### config.mk
export PLATFORM = sky130hd
export DESIGN_NAME = vgc_irq
export DESIGN_NICKNAME = d
export VERILOG_FILES = /design/src/rtl/vgc_pkg.sv /design/src/rtl/vgc_tick_div.sv /design/src/rtl/vgc_irq.sv
export SDC_FILE = /design/constraint.sdc
export NUM_CORES = 1
export LEC_CHECK = 0
export ABC_AREA = 0
export BUFFER_PORTS_ARGS = -buffer_cell sky130_fd_sc_hd__buf_2
export CAP_MARGIN = 0
export CORE_MARGIN = 2
export CORE_UTILIZATION = 40
export CTS_BUF_LIST = sky130_fd_sc_hd__clkbuf_2
export CTS_CLUSTER_DIAMETER = 50
export DETAILED_ROUTE_END_ITERATION = 10
export GPL_TIMING_DRIVEN = 0
export MAX_ROUTING_LAYER = met4
export PLACE_DENSITY = 0.67
export SYNTH_ARGS = -nofsm -noshare
export SYNTH_HDL_FRONTEND = slang
export SYNTH_SLANG_ARGS = --single-unit
### constraint.sdc
create_clock -name clk_vid -period 3.2 [get_ports clk_vid]
set_clock_uncertainty 0.2 [all_clocks]
set_input_delay 0.8 -clock clk_vid [delete_from_list [all_inputs] [get_ports clk_vid]]
set_output_delay 0.8 -clock clk_vid [all_outputs]
set_load 0.01 [all_outputs]
### src/rtl/vgc_pkg.sv
// Shared constants for the VGC interrupt block: register addresses, bit positions
// and the scanout window.
package vgc_pkg;

    typedef enum logic [7:0] {
        ADDR_RDVBLBAR  = 8'h19,
        ADDR_VGCINT    = 8'h23,
        ADDR_SCANINT   = 8'h32,
        ADDR_INTEN     = 8'h41,
        ADDR_INTFLAG   = 8'h46,
        ADDR_CLRVBLINT = 8'h47
    } vgc_addr_e;

    localparam int VGCINT_PEND_BIT    = 7;
    localparam int VGCINT_SEC_ST_BIT  = 6;
    localparam int VGCINT_SCAN_ST_BIT = 5;
    localparam int VGCINT_SEC_EN_BIT  = 2;
    localparam int VGCINT_SCAN_EN_BIT = 1;

    localparam int SCANINT_SEC_BIT    = 6;
    localparam int SCANINT_SCAN_BIT   = 5;

    localparam int INTEN_QTR_BIT      = 4;
    localparam int INTEN_VBL_BIT      = 3;
    localparam int INTFLAG_QTR_BIT    = 4;
    localparam int INTFLAG_VBL_BIT    = 3;
    localparam int RDVBLBAR_BIT       = 7;

    localparam logic [9:0] SCAN_FIRST = 10'd256;
    localparam logic [9:0] SCAN_LAST  = 10'd455;

    localparam logic [5:0] CNT60_LAST = 6'd59;
    localparam int         QTR_PERIOD = 15;

    function automatic logic in_scan_window(input logic [9:0] v);
        return (v >= SCAN_FIRST) && (v <= SCAN_LAST);
    endfunction

endpackage

### src/rtl/vgc_tick_div.sv
// Divides VBL events by 60, producing quarter-second and one-second ticks
// combinationally alongside the VBL event that causes them.
module vgc_tick_div (
    input  logic clk_vid,
    input  logic reset_n,
    input  logic vbl_evt,
    output logic qtr_tick,
    output logic sec_tick
);
    import vgc_pkg::*;

    logic [5:0] cnt60_reg;
    logic [3:0] qtr_hit;

    always_ff @(posedge clk_vid or negedge reset_n) begin
        if (!reset_n) begin
            cnt60_reg <= '0;
        end else if (vbl_evt) begin
            cnt60_reg <= (cnt60_reg == CNT60_LAST) ? 6'd0 : cnt60_reg + 6'd1;
        end
    end

    // Quarter points are the last count of each 15-frame group: 14, 29, 44, 59.
    genvar gi;
    generate
        for (gi = 0; gi < 4; gi++) begin : g_qtr
            assign qtr_hit[gi] = (cnt60_reg == 6'(QTR_PERIOD * (gi + 1) - 1));
        end
    endgenerate

    assign qtr_tick = vbl_evt & (|qtr_hit);
    assign sec_tick = vbl_evt & (cnt60_reg == CNT60_LAST);

endmodule

### src/rtl/vgc_irq.sv
// VGC interrupt controller: scanline / VBL / quarter- and one-second status flags,
// their enables, the $C0xx register file and the registered irq_n output.
module vgc_irq (
    input  logic       clk_vid,
    input  logic       reset_n,
    input  logic       ce_pix,
    input  logic       hblank,
    input  logic [9:0] vpos,
    input  logic       mega2_vbl,
    input  logic       scb_irq,
    input  logic       io_wr,
    input  logic       io_rd,
    input  logic [7:0] io_addr,
    input  logic [7:0] io_din,
    output logic [7:0] io_dout,
    output logic       irq_n
);
    import vgc_pkg::*;

    logic hblank_reg, vbl_reg, scb_reg;
    logic scan_evt, vbl_evt, qtr_tick, sec_tick;
    logic wr_vgcint, wr_scanint, wr_inten, wr_clrvbl;
    logic sec_st_reg, scan_st_reg, vbl_st_reg, qtr_st_reg;
    logic sec_en_reg, scan_en_reg;
    logic [4:0] inten_reg;
    logic vgc_pend, irq_any;

    // Inputs only move on ce_pix, so plain per-clock edge detection suffices.
    logic unused_ok;
    assign unused_ok = &{1'b0, ce_pix, io_rd};

    assign scan_evt = hblank & ~hblank_reg & scb_reg & in_scan_window(vpos);
    assign vbl_evt  = mega2_vbl & ~vbl_reg;

    vgc_tick_div u_tick_div (
        .clk_vid  (clk_vid),
        .reset_n  (reset_n),
        .vbl_evt  (vbl_evt),
        .qtr_tick (qtr_tick),
        .sec_tick (sec_tick)
    );

    assign wr_vgcint  = io_wr & (io_addr == ADDR_VGCINT);
    assign wr_scanint = io_wr & (io_addr == ADDR_SCANINT);
    assign wr_inten   = io_wr & (io_addr == ADDR_INTEN);
    assign wr_clrvbl  = io_wr & (io_addr == ADDR_CLRVBLINT);

    assign vgc_pend = (sec_st_reg & sec_en_reg) | (scan_st_reg & scan_en_reg);
    assign irq_any  = vgc_pend
                    | (vbl_st_reg & inten_reg[INTEN_VBL_BIT])
                    | (qtr_st_reg & inten_reg[INTEN_QTR_BIT]);

    always_ff @(posedge clk_vid or negedge reset_n) begin
        if (!reset_n) begin
            hblank_reg  <= 1'b0;
            vbl_reg     <= 1'b0;
            scb_reg     <= 1'b0;
            sec_st_reg  <= 1'b0;
            scan_st_reg <= 1'b0;
            vbl_st_reg  <= 1'b0;
            qtr_st_reg  <= 1'b0;
            sec_en_reg  <= 1'b0;
            scan_en_reg <= 1'b0;
            inten_reg   <= '0;
            irq_n       <= 1'b1;
        end else begin
            hblank_reg <= hblank;
            vbl_reg    <= mega2_vbl;
            scb_reg    <= scb_irq;

            // A set arriving in the same clock as a clear wins.
            scan_st_reg <= scan_evt | (scan_st_reg & ~(wr_scanint & ~io_din[SCANINT_SCAN_BIT]));
            sec_st_reg  <= sec_tick | (sec_st_reg & ~(wr_scanint & ~io_din[SCANINT_SEC_BIT]));
            vbl_st_reg  <= vbl_evt  | (vbl_st_reg & ~wr_clrvbl);
            qtr_st_reg  <= qtr_tick | (qtr_st_reg & ~wr_clrvbl);

            if (wr_vgcint) begin
                sec_en_reg  <= io_din[VGCINT_SEC_EN_BIT];
                scan_en_reg <= io_din[VGCINT_SCAN_EN_BIT];
            end
            if (wr_inten) begin
                inten_reg <= io_din[4:0];
            end

            irq_n <= ~irq_any;
        end
    end

    always_comb begin
        io_dout = 8'h00;
        case (io_addr)
            ADDR_VGCINT: begin
                io_dout[VGCINT_PEND_BIT]    = vgc_pend;
                io_dout[VGCINT_SEC_ST_BIT]  = sec_st_reg;
                io_dout[VGCINT_SCAN_ST_BIT] = scan_st_reg;
                io_dout[VGCINT_SEC_EN_BIT]  = sec_en_reg;
                io_dout[VGCINT_SCAN_EN_BIT] = scan_en_reg;
            end
            ADDR_INTEN: begin
                io_dout = {3'b000, inten_reg};
            end
            ADDR_INTFLAG: begin
                io_dout[INTFLAG_QTR_BIT] = qtr_st_reg;
                io_dout[INTFLAG_VBL_BIT] = vbl_st_reg;
            end
            ADDR_RDVBLBAR: begin
                io_dout[RDVBLBAR_BIT] = ~mega2_vbl;
            end
            default: ;
        endcase
    end

endmodule

==> results by group, run 1 <==
Final layout
  – Max reg flops: 6
  – Commonest cells after routing, fill and taps aside: 36 x buf_2, 20 x dfrtp_1, 5 x nand2_1, 5 x o21ai_0, 5 x mux2_4
  – Ant diodes: 0
  – Finished Core Util: 0.516
  – Most common cell after layout, fill and taps aside: buf_2
  – Share of cells above drive strength 1: 0.371
  – Layout overhead on the synthesized area: 22.1%
  – Final #Nets: approximately 180

Critical path
  – Crit. End Element: output pin
  – Slowest stage delay, CP: approximately 0.50 ns
  – CP Buf/Inv Count: 3
  – Critical path class: in2out
  – Worst EP arrival: between 2 and 2.5 ns
  – Startpoint class of the critical path: input pin
  – Cell Chain, Critical Path: buf_2 -> or4b_1 -> buf_2 -> nor3b_4 -> a22o_1 -> buf_2
  – Crit path max-delay family: simple AND/OR/NAND/NOR gates
  – Slowest cell on crit path: or4b_1
  – Crit path top cell by count: buf_2
  – Worst EP required: between 2 and 2.5 ns
  – Worst Path Max Fanout: 6

Global route
  – Initial antenna violation count: 0
  – Overflow after GRT: 0
  – Tot GR Track Use: 0.170
  – First-pass GRT wire length: 4280 um
  – Vias in the first global route: a little under 1000
  – Largest net degree at the start of global routing: 22

CTS
  – H-tree lvl count: 1
  – Clk slew on worst S/H paths: around 0.20 ns
  – Clk sinks: 21
  – Root Buffer: clkbuf_2
  – CTS tree: built
  – Cts bufs inserted: 3
  – Clk_lat worst skew: 0.31 ns
  – Setup Fix Bufs, Post-CTS: 0
  – # hold bufs at CTS: 0
  – Max clock buf depth: 2

Yosys
  – Average size of a mapped cell: between 10 and 15 um2
  – Yosys reg bits: 21
  – Asr flop ratio synth: 1.00
  – Synthesized Nets: approximately 140
  – EDFF count, synth: 0
  – Cell variety after synth: between 40 and 50
  – Cell area after synthesis: 0.00116 mm2
  – Cells after Synth: 104
  – Syn. warnings: 0
  – Main synth FF type: dfrtp_1
  – Sequential fraction of the synthesis area: 0.452

Die
  – Die area: 0.00336 mm2
  – Initial Util: 0.422
  – I/O pins: 43
  – Die Y: 58.0 um
  – Core Rows: 19
  – Die W: between 50 and 60 um
  – Total core area: about 0.0028 mm2

Pwr
  – Pleak: 0.694 nW
  – Power per cell area: roughly 450 mW/mm2
  – Peak VDD IR: between 0.2 and 0.3 mV

Timing
  – Final Setup Violations: 0
  – Final slew viol count: 0
  – RSZ-0062 raised after global routing: false
  – Tcrit/Tclk final: 0.970
  – Slew headroom: 0.525
  – Fmax: between 0.3 and 0.4 GHz
  – Measured slew at the worst slew-check pin: 0.707 ns
  – Setup TNS: 0 ns
  – Final Hold Violating Endpoints: 0
  – Minimum clock period after layout: ~3.1 ns

Run status
  – Status: finished clean

Route
  – WL final: approximately 2500 um
  – Vias: between 900 and 1000
  – Drt first pass iters: 4
  – Via/cell ratio: 5.59
  – DR iter-0 viols: 23
  – Residual DRC count: 0
  – Routed Antenna Nets: 0
  – Per-cell routed wire length: ~15 um

Run
  – Maxcap violations: 0

Place
  – IO Port Bufs: 35
  – GP Congestion: 0.824
  – DPL Wire Length: about 1900 um

Hold path
  – HP Class: in2async
synthesized netlist by cell type, drive strengths merged (3+ instances only):
library cell	instances	area (um2)
a22o	3	26.3
and3	3	18.8
dfrtp	20	500
ha	4	50.1
inv	3	11.3
mux2	7	97.6
nand2	5	18.8
nand3b	4	30.0
nand4b	4	35.0
nor2	3	11.3
nor3	3	15.0
nor4b	3	26.3
o21ai	5	25.0
final timing paths:
path                                                       endpoint                                 from  cells past startpoint  slack (ns)
worst min-delay path                       inten_reg[1]$_DFFE_PN0P_                              reset_n                      1        0.20
worst max register to register  u_tick_div.cnt60_reg[0]$_DFFE_PN0P_  u_tick_div.cnt60_reg[0]$_DFFE_PN0P_                      4        1.36
max in group asynchronous                           irq_n$_DFF_PN1_                              reset_n                      1        2.25
worst min register to register                      irq_n$_DFF_PN1_                 qtr_st_reg$_DFF_PN0_                      1        0.27
worst max-delay path                                     io_dout[2]                           io_addr[5]                      6         0.1
min in group clk_vid                                irq_n$_DFF_PN1_                 qtr_st_reg$_DFF_PN0_                      1        0.27
final cells by class:
type / instances / area, um2
Multi-Input combinational cell: 77 / 631
Sequential cell: 21 / 527
Fill cell: 254 / 1340
Clock buffer: 4 / 20.0
Inverter: 3 / 11.3
Tap cell: 31 / 38.8
Buffer: 3 / 20.0
Timing Repair Buffer: 35 / 175
cell families after synthesis:
| kind of cell | count (synthesis) | share of synthesized area |
|---|---|---|
| buf+inv | 6 | 0.0268 |
| simple gates | 43 | 0.246 |
| xor+xnor | 2 | 0.0150 |
| flops | 21 | 0.452 |
| compound gates | 20 | 0.125 |
| mux | 8 | 0.0924 |
| fa+ha+maj | 4 | 0.0430 |
where the power goes:
group | internal (W) | leakage, nW | total (W) | switching [W]
Sequential | 0.000311 | 0.264 | 0.000364 | 0.0000525
Clock | 0.0000331 | 0.0166 | 0.000110 | 0.0000771
Combinational | 0.0000797 | 0.413 | 0.000160 | 0.0000799
what timing repair did:
| item | in CTS | in global routing |
|---|---|---|
| gates resized for setup | 2 | 2 |
| endpoints found under the setup margin | 3 | 6 |
| endpoints found under the hold margin | 0 | 0 |
per-stage QoR:
stage / area [um2] / setup slack (ns) / power [W] / hold WS [ns] / instances
3_5_place_dp: 1380 / -0.0472 / 0.000526 / 0.251 / 170
6_report: 1420 / 0.0960 / 0.000634 / 0.199 / 174
4_1_cts: 1410 / 0.0722 / 0.000637 / 0.200 / 174
5_1_grt: 1420 / 0.0208 / 0.000687 / 0.203 / 174
2_1_floorplan: 1160 / 0.282 / 0.000464 / 0.219 / 104
3_3_place_gp: 1380 / -0.0360 / 0.000514 / 0.244 / 170
routing by layer:
layer	global-route usage	wire length [um]	vias to the layer above	part of all wire
met5	-	0	-	0
met4	0.0764	37	0	0.015
met3	0.0223	107	4	0.042
met2	0.266	1230	27	0.48
met1	0.222	1160	468	0.46
li1	-	-	474	-
No activity file was read; power rests on OpenSTA's default activity.
==> run 2, diff against run 1 <==
--- a/config.mk
+++ b/config.mk
@@ -8,12 +8,12 @@
 export ABC_AREA = 0
 export BUFFER_PORTS_ARGS = -buffer_cell sky130_fd_sc_hd__buf_2
 export CAP_MARGIN = 0
+export CORE_ASPECT_RATIO = 2
 export CORE_MARGIN = 2
 export CORE_UTILIZATION = 40
-export CTS_BUF_LIST = sky130_fd_sc_hd__clkbuf_2
+export CTS_BUF_LIST = sky130_fd_sc_hd__clkbuf_4 sky130_fd_sc_hd__clkbuf_8
 export CTS_CLUSTER_DIAMETER = 50
 export DETAILED_ROUTE_END_ITERATION = 10
-export GPL_TIMING_DRIVEN = 0
 export MAX_ROUTING_LAYER = met4
 export PLACE_DENSITY = 0.67
 export SYNTH_ARGS = -nofsm -noshare
==> results by group, run 2 (synthesis results as in run 1) <==
Run status
  – Status: finished clean

Timing
  – Final Hold Violating Endpoints: 0
  – Minimum clock period after layout: about 3.0 ns
  – WHS: ~0.26 ns
  – Slew headroom: 0.543
  – RSZ-0062 raised after global routing: false
  – Setup TNS: 0 ns
  – Final slew viol count: 0
  – Setup WS post-layout: around 0.15 ns
  – Fmax: approximately 0.33 GHz
  – Tcrit/Tclk final: 0.952
  – Measured slew at the worst slew-check pin: roughly 0.7 ns
  – Final Setup Violations: 0

Critical path
  – Worst EP required: between 2 and 2.5 ns
  – Worst EP arrival: 2.05 ns
  – Crit. End Element: output pin
  – Worst Path Max Fanout: 3
  – Startpoint class of the critical path: input pin
  – Critical path class: in2out

Final layout
  – Max reg flops: 6
  – Design area: approximately 0.0014 mm2
  – Ant diodes: 0
  – Share of cells above drive strength 1: 0.370
  – Layout overhead on the synthesized area: 24.3%
  – Most common cell after layout, fill and taps aside: buf_2
  – Finished Core Util: 0.523
  – Commonest cells after routing, fill and taps aside: 36 x buf_2, 20 x dfrtp_1
  – Final #Nets: between 150 and 200

Die
  – I/O pins: 43
  – Die area: 0.00339 mm2
  – Total core area: ~0.0028 mm2
  – Die W: about 42 um
  – Initial Util: 0.421
  – Core Rows: 27
  – Die Y: 80.3 um

Place
  – GP Congestion: 0.841
  – Placed cell area: 0.00140 mm2
  – DPL Wire Length: 2140 um
  – IO Port Bufs: 36
  – DP Worst Slack: 0.136 ns

Global route
  – First-pass GRT wire length: roughly 4300 um
  – Tot GR Track Use: 0.171
  – Overflow after GRT: 0
  – Vias in the first global route: 1000
  – Initial antenna violation count: 0
  – Largest net degree at the start of global routing: 22

CTS
  – Clk slew on worst S/H paths: 0.07 ns
  – Setup Fix Bufs, Post-CTS: 0
  – Cts repair resizes: 0
  – CTS tree: built
  – Cts bufs inserted: 3
  – # hold bufs at CTS: 0
  – Root Buffer: clkbuf_8
  – Max clock buf depth: 2
  – Clk_lat worst skew: between 0.2 and 0.3 ns
  – H-tree lvl count: 1
  – Clk sinks: 21

Route
  – Drt first pass iters: 4
  – Per-cell routed wire length: between 15 and 20 um
  – Vias: approximately 1000
  – WL final: between 2000 and 3000 um
  – DR iter-0 viols: 23
  – Via/cell ratio: roughly 5.7
  – Routed Antenna Nets: 0
  – Residual DRC count: 0

Run
  – Maxcap violations: 0

Pwr
  – Pleak: roughly 0.71 nW
  – Power per cell area: between 400 and 500 mW/mm2
  – Peak VDD IR: between 0.2 and 0.3 mV

Hold path
  – HP Class: reg2reg
[run 2: path summary, 6_finish.rpt]
| kind | cells past startpoint | slack (ns) | endpoint | from |
|---|---|---|---|---|
| hold reg to reg | 1 | 0.26 | irq_n$_DFF_PN1_ | qtr_st_reg$_DFF_PN0_ |
| max in group asynchronous | 1 | 2.14 | irq_n$_DFF_PN1_ | reset_n |
| setup reg to reg | 4 | 1.38 | u_tick_div.cnt60_reg[0]$_DFFE_PN0P_ | u_tick_div.cnt60_reg[0]$_DFFE_PN0P_ |
| setup / recovery | 6 | 0.15 | io_dout[0] | io_addr[5] |
| hold / removal | 1 | 0.26 | irq_n$_DFF_PN1_ | qtr_st_reg$_DFF_PN0_ |
| min in group asynchronous | 1 | 0.29 | inten_reg[1]$_DFFE_PN0P_ | reset_n |
[run 2: where the power goes]
group          switching [W]  internal (W)  total [W]
Sequential         0.0000567      0.000312   0.000368
Combinational      0.0000783     0.0000798   0.000158
Clock              0.0000844     0.0000971   0.000182
[run 2: per-layer routing]
metal | global-route usage | part of all wire | up-vias
met1 | 0.172 | 0.38 | 474
met4 | 0.0906 | 0.036 | 0
li1 | - | - | 479
met3 | 0.0180 | 0.046 | 9
met5 | - | 0 | -
met2 | 0.314 | 0.54 | 34
[run 2: final cells by class]
cell class | count | area, um2
repair buffers | 41 | 218
well taps | 29 | 36.3
clock buffers | 4 | 48.8
flip-flops and latches | 21 | 527
multi-input cells | 77 | 607
inverters | 3 | 11.3
fillers | 264 | 1320
[run 2: worst max-delay path: stages]
cell	delay, ns
buf_2	0.11
or4b_1	0.54
nor3b_1	0.22
buf_4	0.15
and2_1	0.11
buf_2	0.12
[run 2: per-stage QoR]
step                      power, W  instances
after global placement    0.000518        171
after global routing      0.000754        175
after CTS                 0.000716        175
final                     0.000708        175
after detailed placement  0.000531        171
after floorplan           0.000464        104
==> run 3, diff against run 2 <==
--- a/config.mk
+++ b/config.mk
@@ -12,9 +12,8 @@
 export CORE_MARGIN = 2
 export CORE_UTILIZATION = 40
 export CTS_BUF_LIST = sky130_fd_sc_hd__clkbuf_4 sky130_fd_sc_hd__clkbuf_8
-export CTS_CLUSTER_DIAMETER = 50
+export CTS_CLUSTER_DIAMETER = 40
 export DETAILED_ROUTE_END_ITERATION = 10
-export MAX_ROUTING_LAYER = met4
 export PLACE_DENSITY = 0.67
 export SYNTH_ARGS = -nofsm -noshare
 export SYNTH_HDL_FRONTEND = slang
==> results by group, run 3 (synthesis results as in run 1) <==
Final layout
  – Commonest cells after routing, fill and taps aside: 36 x buf_2, 20 x dfrtp_1
  – Most common cell after layout, fill and taps aside: buf_2
  – Layout overhead on the synthesized area: 24.3%
  – Finished Layout Cells: about 180
  – Final #Nets: 185
  – Ant diodes: 0
  – Max reg flops: 6
  – Share of cells above drive strength 1: 0.370

Critical path
  – Critical path class: in2out
  – Worst Path Max Fanout: 3
  – Worst EP arrival: 2.05 ns
  – Worst EP required: around 2.2 ns
  – Crit. End Element: output pin
  – Startpoint class of the critical path: input pin

Timing
  – Fmax: between 0.3 and 0.4 GHz
  – Tcrit/Tclk final: 0.952
  – Setup TNS: 0 ns
  – Measured slew at the worst slew-check pin: 0.680 ns
  – RSZ-0062 raised after global routing: false
  – Final Hold Violating Endpoints: 0
  – Final Setup Violations: 0
  – Slew headroom: 0.543
  – Minimum clock period after layout: a little over 3 ns
  – Final slew viol count: 0

Route
  – Drt first pass iters: 4
  – Vias: about 1000
  – Routed Antenna Nets: 0
  – Via/cell ratio: ~5.7
  – DR iter-0 viols: 20
  – Per-cell routed wire length: between 15 and 20 um
  – Residual DRC count: 0
  – WL final: ~2700 um

CTS
  – Cts bufs inserted: 3
  – Clk_lat worst skew: approximately 0.26 ns
  – Cts repair resizes: 0
  – Clk slew on worst S/H paths: approximately 0.070 ns
  – CTS tree: built
  – # hold bufs at CTS: 0
  – H-tree lvl count: 1
  – Root Buffer: clkbuf_8
  – Clk sinks: 21
  – Max clock buf depth: 2
  – Setup Fix Bufs, Post-CTS: 0

Global route
  – Tot GR Track Use: 0.166
  – Initial antenna violation count: 0
  – Overflow after GRT: 0
  – Vias in the first global route: ~1000
  – First-pass GRT wire length: 4330 um
  – Largest net degree at the start of global routing: 22

Place
  – DPL Wire Length: 2140 um
  – Inst Count DP: 171
  – IO Port Bufs: 36
  – GP Congestion: just over 0.8

Run status
  – Status: finished clean

Pwr
  – Pleak: 0.713 nW
  – Peak VDD IR: 0.252 mV
  – Power per cell area: about 500 mW/mm2

Die
  – Total core area: ~0.0028 mm2
  – I/O pins: 43
  – Initial Util: 0.421
  – Die Y: roughly 80 um
  – Core Rows: 27
  – Die area: roughly 0.0034 mm2
  – Die W: approximately 42 um

Hold path
  – HP Class: reg2reg

Run
  – Maxcap violations: 0
-- run 3: cell counts in the layout (fill, tap and decap cells not counted) --
No cell type changed its count.
-- run 3: final timing paths --
kind / from / end / slack [ns] / cells after the start
setup / recovery: io_addr[5] / io_dout[0] / 0.15 / 6
hold / removal: qtr_st_reg$_DFF_PN0_ / irq_n$_DFF_PN1_ / 0.26 / 1
setup reg to reg: u_tick_div.cnt60_reg[0]$_DFFE_PN0P_ / u_tick_div.cnt60_reg[0]$_DFFE_PN0P_ / 1.38 / 4
hold reg to reg: qtr_st_reg$_DFF_PN0_ / irq_n$_DFF_PN1_ / 0.26 / 1
max in group asynchronous: reset_n / irq_n$_DFF_PN1_ / 2.14 / 1
min in group asynchronous: reset_n / inten_reg[1]$_DFFE_PN0P_ / 0.29 / 1
-- run 3: final cells by class --
cell class                      instances  area, um2
Sequential cell                        21        527
Clock buffer                            4       48.8
Multi-Input combinational cell         77        607
Inverter                                3       11.3
Timing Repair Buffer                   41        218
Fill cell                             264       1320
Tap cell                               29       36.3
-- run 3: metal layers --
metal | track usage | up-vias | routed length (um)
li1 | - | 479 | -
met1 | 0.168 | 474 | 992
met2 | 0.311 | 34 | 1430
met3 | 0.0202 | 11 | 140
met4 | 0.0969 | 0 | 109
met5 | 0 | - | 0
-- run 3: metrics by stage --
step	instance area, um2	utilization	hold WS, ns	setup slack (ns)	total power, W
global route	1450	0.523	0.280	0.105	0.000754
global placement	1400	0.505	0.244	0.148	0.000518
finish	1450	0.523	0.259	0.153	0.000708
CTS	1450	0.523	0.266	0.136	0.000716
detailed placement	1400	0.505	0.255	0.136	0.000531
floorplan	1160	-	0.219	0.282	0.000464
-- run 3: worst max-delay path: stages --
cell	delay (ns)
buf_2	0.11
or4b_1	0.54
nor3b_1	0.22
buf_4	0.15
and2_1	0.11
buf_2	0.12
-- run 3: report_power, final --
group / switching, W / internal [W] / total [W]
Clock: 0.0000843 / 0.0000971 / 0.000181
Sequential: 0.0000567 / 0.000312 / 0.000368
Combinational: 0.0000783 / 0.0000798 / 0.000158
